## src/rtl/sha1_pkg.sv

```systemverilog
// Shared defaults and the completion-state encoding for the SHA1 channel dispatcher.
package sha1_pkg;

  localparam int unsigned CHANNEL_NUM_TOTAL_DEF = 64;
  localparam int unsigned TAG_W_DEF             = 16;

  typedef enum logic {
    C_IDLE = 1'b0,
    C_RESP = 1'b1
  } cstate_e;

endpackage

```

## src/rtl/sha1_rr_arb.sv

```systemverilog
// N-way round-robin pick: first set request at or after ptr, wrapping modulo N.
module sha1_rr_arb #(
  parameter int unsigned N = 64,
  parameter int unsigned W = $clog2(N)
) (
  input  logic [N-1:0] req,
  input  logic [W-1:0] ptr,
  output logic [W-1:0] idx,
  output logic         any
);

  logic [W-1:0] cand;

  // N is a power of two, so the W-bit add wraps the search naturally.
  always_comb begin
    idx  = '0;
    any  = 1'b0;
    cand = '0;
    for (int unsigned i = 0; i < N; i++) begin
      cand = ptr + W'(i);
      if (!any && req[cand]) begin
        any = 1'b1;
        idx = cand;
      end
    end
  end

endmodule

```

## src/rtl/sha1_channel_dispatch.sv

```systemverilog
// Pops free channel IDs per job, starts channels, and round-robin returns
// finished channels to the free list along with their job tag.
module sha1_channel_dispatch
  import sha1_pkg::*;
#(
  parameter int unsigned CHANNEL_NUM_TOTAL = CHANNEL_NUM_TOTAL_DEF,
  parameter int unsigned CHANNEL_NUM_WIDTH = $clog2(CHANNEL_NUM_TOTAL),
  parameter int unsigned TAG_W             = TAG_W_DEF
) (
  input  logic                         clk,
  input  logic                         rst_n,
  input  logic                         job_valid,
  input  logic [TAG_W-1:0]             job_tag,
  output logic                         job_ready,
  input  logic                         free_empty,
  input  logic [CHANNEL_NUM_WIDTH-1:0] free_id,
  output logic                         free_rd_en,
  output logic [CHANNEL_NUM_TOTAL-1:0] ch_start,
  output logic [TAG_W-1:0]             ch_tag,
  input  logic [CHANNEL_NUM_TOTAL-1:0] ch_done,
  output logic [CHANNEL_NUM_TOTAL-1:0] ch_done_ack,
  output logic                         rls_valid,
  output logic [CHANNEL_NUM_WIDTH-1:0] rls_id,
  output logic                         res_valid,
  input  logic                         res_ready,
  output logic [TAG_W-1:0]             res_tag,
  output logic [CHANNEL_NUM_WIDTH-1:0] res_ch,
  output logic [CHANNEL_NUM_WIDTH:0]   busy_cnt,
  output logic [1:0]                   err
);

  localparam int unsigned N    = CHANNEL_NUM_TOTAL;
  localparam int unsigned CW   = CHANNEL_NUM_WIDTH;
  localparam int unsigned CNTW = CW + 1;

  cstate_e         state_q, state_d;
  logic [CW-1:0]   g_q, g_d, ptr_q, ptr_d, arb_idx;
  logic            arb_any, fire, hs;
  logic [N-1:0]    busy_q, busy_d, start_q, start_d, pend;
  logic [TAG_W-1:0] tag_q, tag_d;
  logic [TAG_W-1:0] tag_mem_q [N];
  logic [CNTW-1:0] cnt_q, cnt_d;
  logic [1:0]      err_q, err_d;

  assign job_ready  = ~free_empty;
  assign fire       = job_valid & ~free_empty;
  assign free_rd_en = fire;
  assign pend       = ch_done & busy_q;

  sha1_rr_arb #(.N(N), .W(CW)) u_arb (
    .req (pend),
    .ptr (ptr_q),
    .idx (arb_idx),
    .any (arb_any)
  );

  always_comb begin
    state_d   = state_q;
    g_d       = g_q;
    ptr_d     = ptr_q;
    hs        = 1'b0;
    res_valid = 1'b0;
    unique case (state_q)
      C_IDLE: begin
        if (arb_any) begin
          g_d     = arb_idx;
          state_d = C_RESP;
        end
      end
      C_RESP: begin
        res_valid = 1'b1;
        if (res_ready) begin
          hs      = 1'b1;
          ptr_d   = g_q + CW'(1);
          state_d = C_IDLE;
        end
      end
      default: state_d = C_IDLE;
    endcase
  end

  assign res_ch      = res_valid ? g_q : '0;
  assign res_tag     = res_valid ? tag_mem_q[g_q] : '0;
  assign rls_valid   = hs;
  assign rls_id      = hs ? g_q : '0;
  assign ch_done_ack = hs ? (N'(1) << g_q) : '0;
  assign ch_start    = start_q;
  assign ch_tag      = tag_q;
  assign busy_cnt    = cnt_q;
  assign err         = err_q;

  // A release and a dispatch in the same cycle always target different IDs.
  always_comb begin
    busy_d = busy_q;
    if (hs)   busy_d[g_q]     = 1'b0;
    if (fire) busy_d[free_id] = 1'b1;
    start_d = fire ? (N'(1) << free_id) : '0;
    tag_d   = fire ? job_tag : tag_q;
    cnt_d   = cnt_q + CNTW'(fire) - CNTW'(hs);
    err_d   = err_q | {|(ch_done & ~busy_q), fire & busy_q[free_id]};
  end

  always_ff @(posedge clk) begin
    if (!rst_n) begin
      state_q <= C_IDLE;
      g_q     <= '0;
      ptr_q   <= '0;
      busy_q  <= '0;
      start_q <= '0;
      tag_q   <= '0;
      cnt_q   <= '0;
      err_q   <= '0;
    end else begin
      state_q <= state_d;
      g_q     <= g_d;
      ptr_q   <= ptr_d;
      busy_q  <= busy_d;
      start_q <= start_d;
      tag_q   <= tag_d;
      cnt_q   <= cnt_d;
      err_q   <= err_d;
    end
  end

  always_ff @(posedge clk) begin
    if (fire) tag_mem_q[free_id] <= job_tag;
  end

endmodule
```

## config.mk

```make
export PLATFORM = sky130hd
export DESIGN_NAME = sha1_channel_dispatch
export DESIGN_NICKNAME = d
export VERILOG_FILES = /design/src/rtl/sha1_pkg.sv /design/src/rtl/sha1_rr_arb.sv /design/src/rtl/sha1_channel_dispatch.sv
export SDC_FILE = /design/constraint.sdc
export NUM_CORES = 2
export LEC_CHECK = 0
export CAP_MARGIN = 10
export CORE_UTILIZATION = 46
export DETAILED_ROUTE_END_ITERATION = 7
export DONT_BUFFER_PORTS = 1
export SYNTH_ARGS = -nofsm -noshare
export SYNTH_HDL_FRONTEND = slang
export SYNTH_SLANG_ARGS = --single-unit
```

## constraint.sdc

```tcl
create_clock -name clk -period 11.3 [get_ports clk]
set_clock_uncertainty 0.1 [all_clocks]
set_input_delay 1.13 -clock clk [delete_from_list [all_inputs] [get_ports clk]]
set_output_delay 1.13 -clock clk [all_outputs]
set_load 0.01 [all_outputs]
```

Word level (Yosys, flattened, before mapping)

Memories as Yosys holds them, arrays and structs flattened. A register that Yosys moved wholly into a read port is not among the register bits.
Cells that the tools add are included.
W data, S select, Z words.

Reductions and logical operators: 132
Shift-type cells: 2
Add/subtract/negate cells: 66
$lt $le $gt $ge: 68
Bitwise operators: 11
Mux-type cells: 278

Operators with widths:

| cell                   | count |
|---|---|
| $lt A6 B7 Y1 const B   | 66 |
| $mux W6                | 68 |
| $bmux W1 S6            | 65 |
| $add A6 B6 Y6 const B  | 32 |
| $and A64 B64 Y64       | 3 |
| $mux W64               | 3 |
| $mux W1                | 138 |
| $not A64 Y64           | 2 |
| $shl A1 B6 Y64 const A | 2 |
| $add A6 B5 Y6 const B  | 16 |
| $logic_and A1 B1 Y1    | 65 |
| $or A64 B64 Y64        | 1 |
| $reduce_or A64 Y1      | 1 |
| $logic_not A1 Y1       | 63 |
| $add A6 B4 Y6 const B  | 8 |
| $add A6 B3 Y6 const B  | 4 |
| $mux W16               | 1 |
| $add A6 B1 Y6 const B  | 2 |
| $add A6 B2 Y6 const B  | 2 |
| $demux W1 S6           | 2 |
| $ge A6 B1 Y1 const B   | 2 |
| $add A7 B1 Y7          | 1 |
| $sub A7 B1 Y7          | 1 |
| $reduce_and A2 Y1      | 3 |
| 4 further kinds        | 6 |

Input port bits: 91
Word-level logic and storage cells: 566
Memories: 1
Memory bits (writable): 1024
Output and inout bits: 185
Register bits: 166

Memory list:

| memory    | depth | bits a word | rd ports | clocked after memory_dff | wr ports | line                        | RTL |
|---|---|---|---|---|---|---|---|
| tag_mem_q | 64    | 16          | 1        | 1                        | 1        | sha1_channel_dispatch.sv:41 | `logic [TAG_W-1:0] tag_mem_q [N];` |

Depth between registers and ports, before layout

Depth after elaboration: 196
Mapped depth: 29
Mapped depth without buffers: 20

Cells and area by module

Synthesis repeated with hierarchy kept, for this count alone.

Cell total of the unflattened synthesis: 4201
Area total of the unflattened synthesis: 60077.6 µm²

Modules (own cells, without submodules):

| module                | times used | area an instance (µm²) | sequential area each (µm²) | cells each |
|---|---|---|---|---|
| sha1_channel_dispatch | 1          | 47126.4                | 34192.8                    | 2579 |
| sha1_rr_arb           | 1          | 12951.2                | 0.0                        | 1622 |

Worst setup path before layout

No wires, ideal clock.

Kind: register to register
Start: register ptr_q[1]
End: register (tool-made name)
Setup time: 70 ps
Required time: 11130 ps
Stages on the path, launching flop included: 26
Setup slack: 3317 ps
Arrival time: 7813 ps
Clock period less this slack: 7983 ps
Buffers on the path: 6
Path through: dfxtp_1 -> inv_1 -> buf_1 -> buf_2 -> clkbuf_1 -> clkbuf_1 -> ha_1 -> xor2_1 -> buf_4 -> mux4_2 -> mux4_2 -> mux2i_2 -> nand2_2 -> or4_4 -> nor4_4 -> nand4_1 -> buf_2 -> nor4_4 -> nand2_2 -> or3_4 -> and3_4 -> a311oi_1 -> or3_1 -> nor3_1 -> a211o_1 -> a21oi_1

RTL lines:

| element                | line                         | RTL |
|---|---|---|
| from (decl)            | sha1_channel_dispatch.sv:37  | `logic [CW-1:0] g_q, g_d, ptr_q, ptr_d, arb_idx;` |
| from (signal assigned) | sha1_channel_dispatch.sv:116 | `ptr_q <= ptr_d;` |

Worst setup path in the final report

Start: register ptr_q[0]
End: register g_q[5]

Word-level cells in the longest chain between the ends: 193
Elaborated cells between the ends (all ways): 446
Classes of those cells: 63 x add/sub; 256 x mux; 127 x reduce/logical

RTL lines:

| element                                                                 | line                         | RTL |
|---|---|---|
| parallel branches: the longest is 193 deep, another holds $add A6 B1 Y6 | -                            |  |
| to (signal assigned)                                                    | sha1_channel_dispatch.sv:115 | `g_q <= g_d;` |
| to (decl)                                                               | sha1_channel_dispatch.sv:37  |  |

Several ways; the timed one is not identified. The select of a mux whose other input is x is not followed.
A chain may end at the register's enable or synchronous reset.

==> results.yml <==
global_route:
  grt_antenna_before_repair: 18
  first_global_vias: 39800
  largest_net_degree_at_the_start_of_global_routing: 113
  grt_pass1_wl_um: 316000
  global_route.usage.total: 0.342
  globalRoute.totalOverflow: 0
floorplanning:
  i_o_pin_total: 276
  die_h_um: 364
  die_area_um2: 133000
  fp.coreArea_um2: 130000
  floorplan.initialDensity: 0.465
  chipWidth_um: 364
  row_count: 132
finish:
  stdcell_count: 6100
  layout.nets: 4368
  layout-drive-gt1-share: 0.239
  regArea_um2: 34200
  multi_input_area_um2: 24900
  final.fill_count: 10800
  area_growth_syn_to_layout_pct: 11.2
  layout.core_utilization: 0.517
power:
  power.density_cell_area_nw_per_um2: 185
  power.static_leakage_nw: 21.3
  ir_drop_v: 0.000144
sta:
  finalHoldViolCount: 0
  relSlewSlack: 0.135
  grt_setup_unrepaired: "false"
  clock.fmax_mhz: 109
  finalMaxSlewViolations: 0
  worst_pin_slew_ps: 1290
  fin_setup_tns_ps: 0
  period_needed_ps: 9140
  setup_viol_count_final: 0
  min_period_over_period: 0.809
placement:
  dp.cells: 5870
  gp_routability_congestion: 1.08
  dp.final_hpwl_um: 162000
  portBuffers: 0
worst_hold_path:
  holdPathStages: 2
  worst_hold_path.endpoint: "ch_tag[5]$_SDFFE_PN0P_"
  hold_path_startpoint: "ch_tag[5]$_SDFFE_PN0P_"
  holdCritPathClass: "reg -> reg"
synth:
  synth_cell_type_count: 99
  postSynthAreaPerCell_um2: 14.3
  synth_edf_count: 1024
  post-synth-top-count-cell: "edfxtp_1"
  syn-cell-area_um2: 60300
  synth.top_cells.by_area: "edfxtp_1, mux4_2, dfxtp_1, nor2_1, nand2_1"
  postSynth.asyncResetShare: 0
  syn-instance-count: 4210
  fraction_of_the_yosys_area_taken_by_sequential_cells: 0.567
  synth-warning-count: 0
  yosys_most_used_dff: "edfxtp_1"
  synth_fp_nets: 4332
  synth.ff_latch_count: 1196
  area_fraction_of_the_dominant_cell_type_after_synthesis: 0.510
  ys_top_cells_by_count: "edfxtp_1, mux4_2, nor2_1, nand2_1, dfxtp_1"
  yosysTopAreaCell: "edfxtp_1"
worst_setup_path:
  worstPathMaxFanout: 72
  most_repeated_library_cell_on_the_critical_path: "buf_4"
  crit_slowest_cell: "nor4b_1"
  kind_of_critical_path: "reg -> reg"
  critPathArrivalTime_ps: 9720
  timing.rr.end: "g_q[5]$_SDFFE_PN0P_"
  setup.worst_path.start_class: "flop"
  crit_path_end_kind: "flop"
  worstPathCellList: "buf_4 > buf_4 > o21ai_1 > mux4_2 > mux2i_1 > o22a_1 > o21a_1 > nand3_1 > nor4_4 > nand4_1 > buf_4 > or2_2 > nor4b_1 > a221o_1 > a2111o_1 > or3_1 > a21oi_1 > o21ai_1 > o211ai_1 > a21oi_1"
  critical-path-top-delay-family: "simple AND/OR/NAND/NOR gates"
  worstPathRequired_ps: 11870
  reg2reg_depth: 20
  r2r_start: "ptr_q[0]$_SDFFE_PN0P_"
  ff2ff_setup_slack_ps: 2160
  critPathBufInv: 3
  cpPeakStageDelay_ps: 970
drt:
  drcViolationCount: 0
  drtAntennaViolNets: 0
  detailroute.via_count: 42100
  routedWlPerCell_um: 37.3
  drt_first_pass_iters: 6
  drtIter0Drc: 5940
  drt-vias-per-instance: 6.90
  final_wl_um: 227000
clocking:
  cts.root.buffer_cell: "clkbuf_16"
  number_of_sinks_handled_by_clock_tree_synthesis: 1196
  largest_buffer_count_on_any_clock_path: 3
  clk_pin_slew_worst_paths_ps: 60
  postCtsResizedCells: 0
  cts-buffers-inserted: 115
  cts_tree: "yes"
  insertion_delay_ps: 740
  cts_setup_buffers: 0
  cts-htree-levels: 3
  cts.hold.buffers_added: 0
run_status:
  outcome: "complete, no violations"
job:
  cap_violations: 0
==> through the flow <==
| step | area [µm²] | total power, mW | worst slack [ps] | hold slack, ps |
|---|---|---|---|---|
| detailed placement | 63100 | 8.47 | 2640 | 398 |
| CTS | 67100 | 12.4 | 2640 | 353 |
| global placement | 63100 | 8.48 | 2660 | 392 |
| floorplan | 60300 | 7.23 | 3320 | 381 |
| finish | 67100 | 12.4 | 2160 | 404 |
| global route | 67100 | 12.7 | 1880 | 360 |
==> tightest hold or removal path, delay by kind of cell (launching register included) <==
family,cells,cell delay (ps)
AOI/OAI and AO/OA,1,50
and+or+nand+nor,1,70
DFF,1,340
==> flip-flops by register name (all words and copies together) (netlist names), named ones only <==
register and cells:
busy_cnt 7, busy_q 64, ch_start 64, ch_tag 16
err 2, g_q 6, ptr_q 6, state_q 1
tag_mem_q 1024
==> cells in the final DEF, fill, tap and decap left out, types with 31 or more instances in the layout <==
| cell | instances |
|---|---|
| a21oi_1 | 127 |
| and2_1 | 74 |
| buf_4 | 168 |
| clkbuf_16 | 119 |
| clkinv_1 | 33 |
| dfxtp_1 | 161 |
| edfxtp_1 | 1024 |
| inv_1 | 116 |
| mux2i_1 | 63 |
| mux4_2 | 529 |
| nand2_1 | 314 |
| nand3_1 | 113 |
| nand4_1 | 42 |
| nor2_1 | 326 |
| nor2_2 | 60 |
| nor2b_1 | 31 |
| nor3_1 | 48 |
| o2111ai_1 | 34 |
| o21a_1 | 125 |
| o21ai_0 | 108 |
| o21ai_1 | 31 |
| o22ai_1 | 50 |
| xnor2_1 | 34 |
==> metal layers <==
metal	track usage	share of wire	vias up
met5	0	0.00066	-
met2	0.518	0.45	2824
met4	0.155	0.054	14
li1	-	-	16900
met3	0.0835	0.11	582
met1	0.466	0.39	21800
==> kinds of logic (layout without fill, tap and decap cells) <==
kind of cell	Yosys count	after routing	share of synthesized area
AOI/OAI and AO/OA	715	715	0.0812
buffers and inverters	376	513	0.0259
adders and majority gates	31	31	0.00655
other	0	11	0
xor gates and xnor gates	78	78	0.0116
muxes	616	616	0.213
and+or+nand+nor	1198	1198	0.0955
DFF	1196	1196	0.567
==> worst max-delay path by stage <==
stage / start / endpoint / slack, ps / cells past startpoint
CTS: ptr_q[0]$_SDFFE_PN0P_ / g_q[5]$_SDFFE_PN0P_ / 2640 / 20
detailed placement: ptr_q[0]$_SDFFE_PN0P_ / flop / 2640 / 21
finish: ptr_q[0]$_SDFFE_PN0P_ / g_q[5]$_SDFFE_PN0P_ / 2160 / 20
global route: ptr_q[0]$_SDFFE_PN0P_ / g_q[5]$_SDFFE_PN0P_ / 1880 / 20
global placement: ptr_q[0]$_SDFFE_PN0P_ / flop / 2660 / 21
floorplan: ptr_q[1]$_SDFFE_PN0P_ / flop / 3320 / 25
==> where the power goes <==
group          switching [mW]  internal (mW)  total, mW
clock network            1.68           2.29       3.97
logic                    2.07           1.38       3.46
registers               0.134           4.83       4.97
==> cell type report <==
type,count,share of cell area
Clock buffer,142,0.0466
Inverter,125,0.00699
Timing Repair Buffer,170,0.0193
Antenna cell,11,0.000410
Tap cell,1742,0.0325
Sequential cell,1196,0.510
Clock inverter,76,0.0127
Multi-Input combinational cell,2638,0.372
Power figures use the tool's default switching activity.
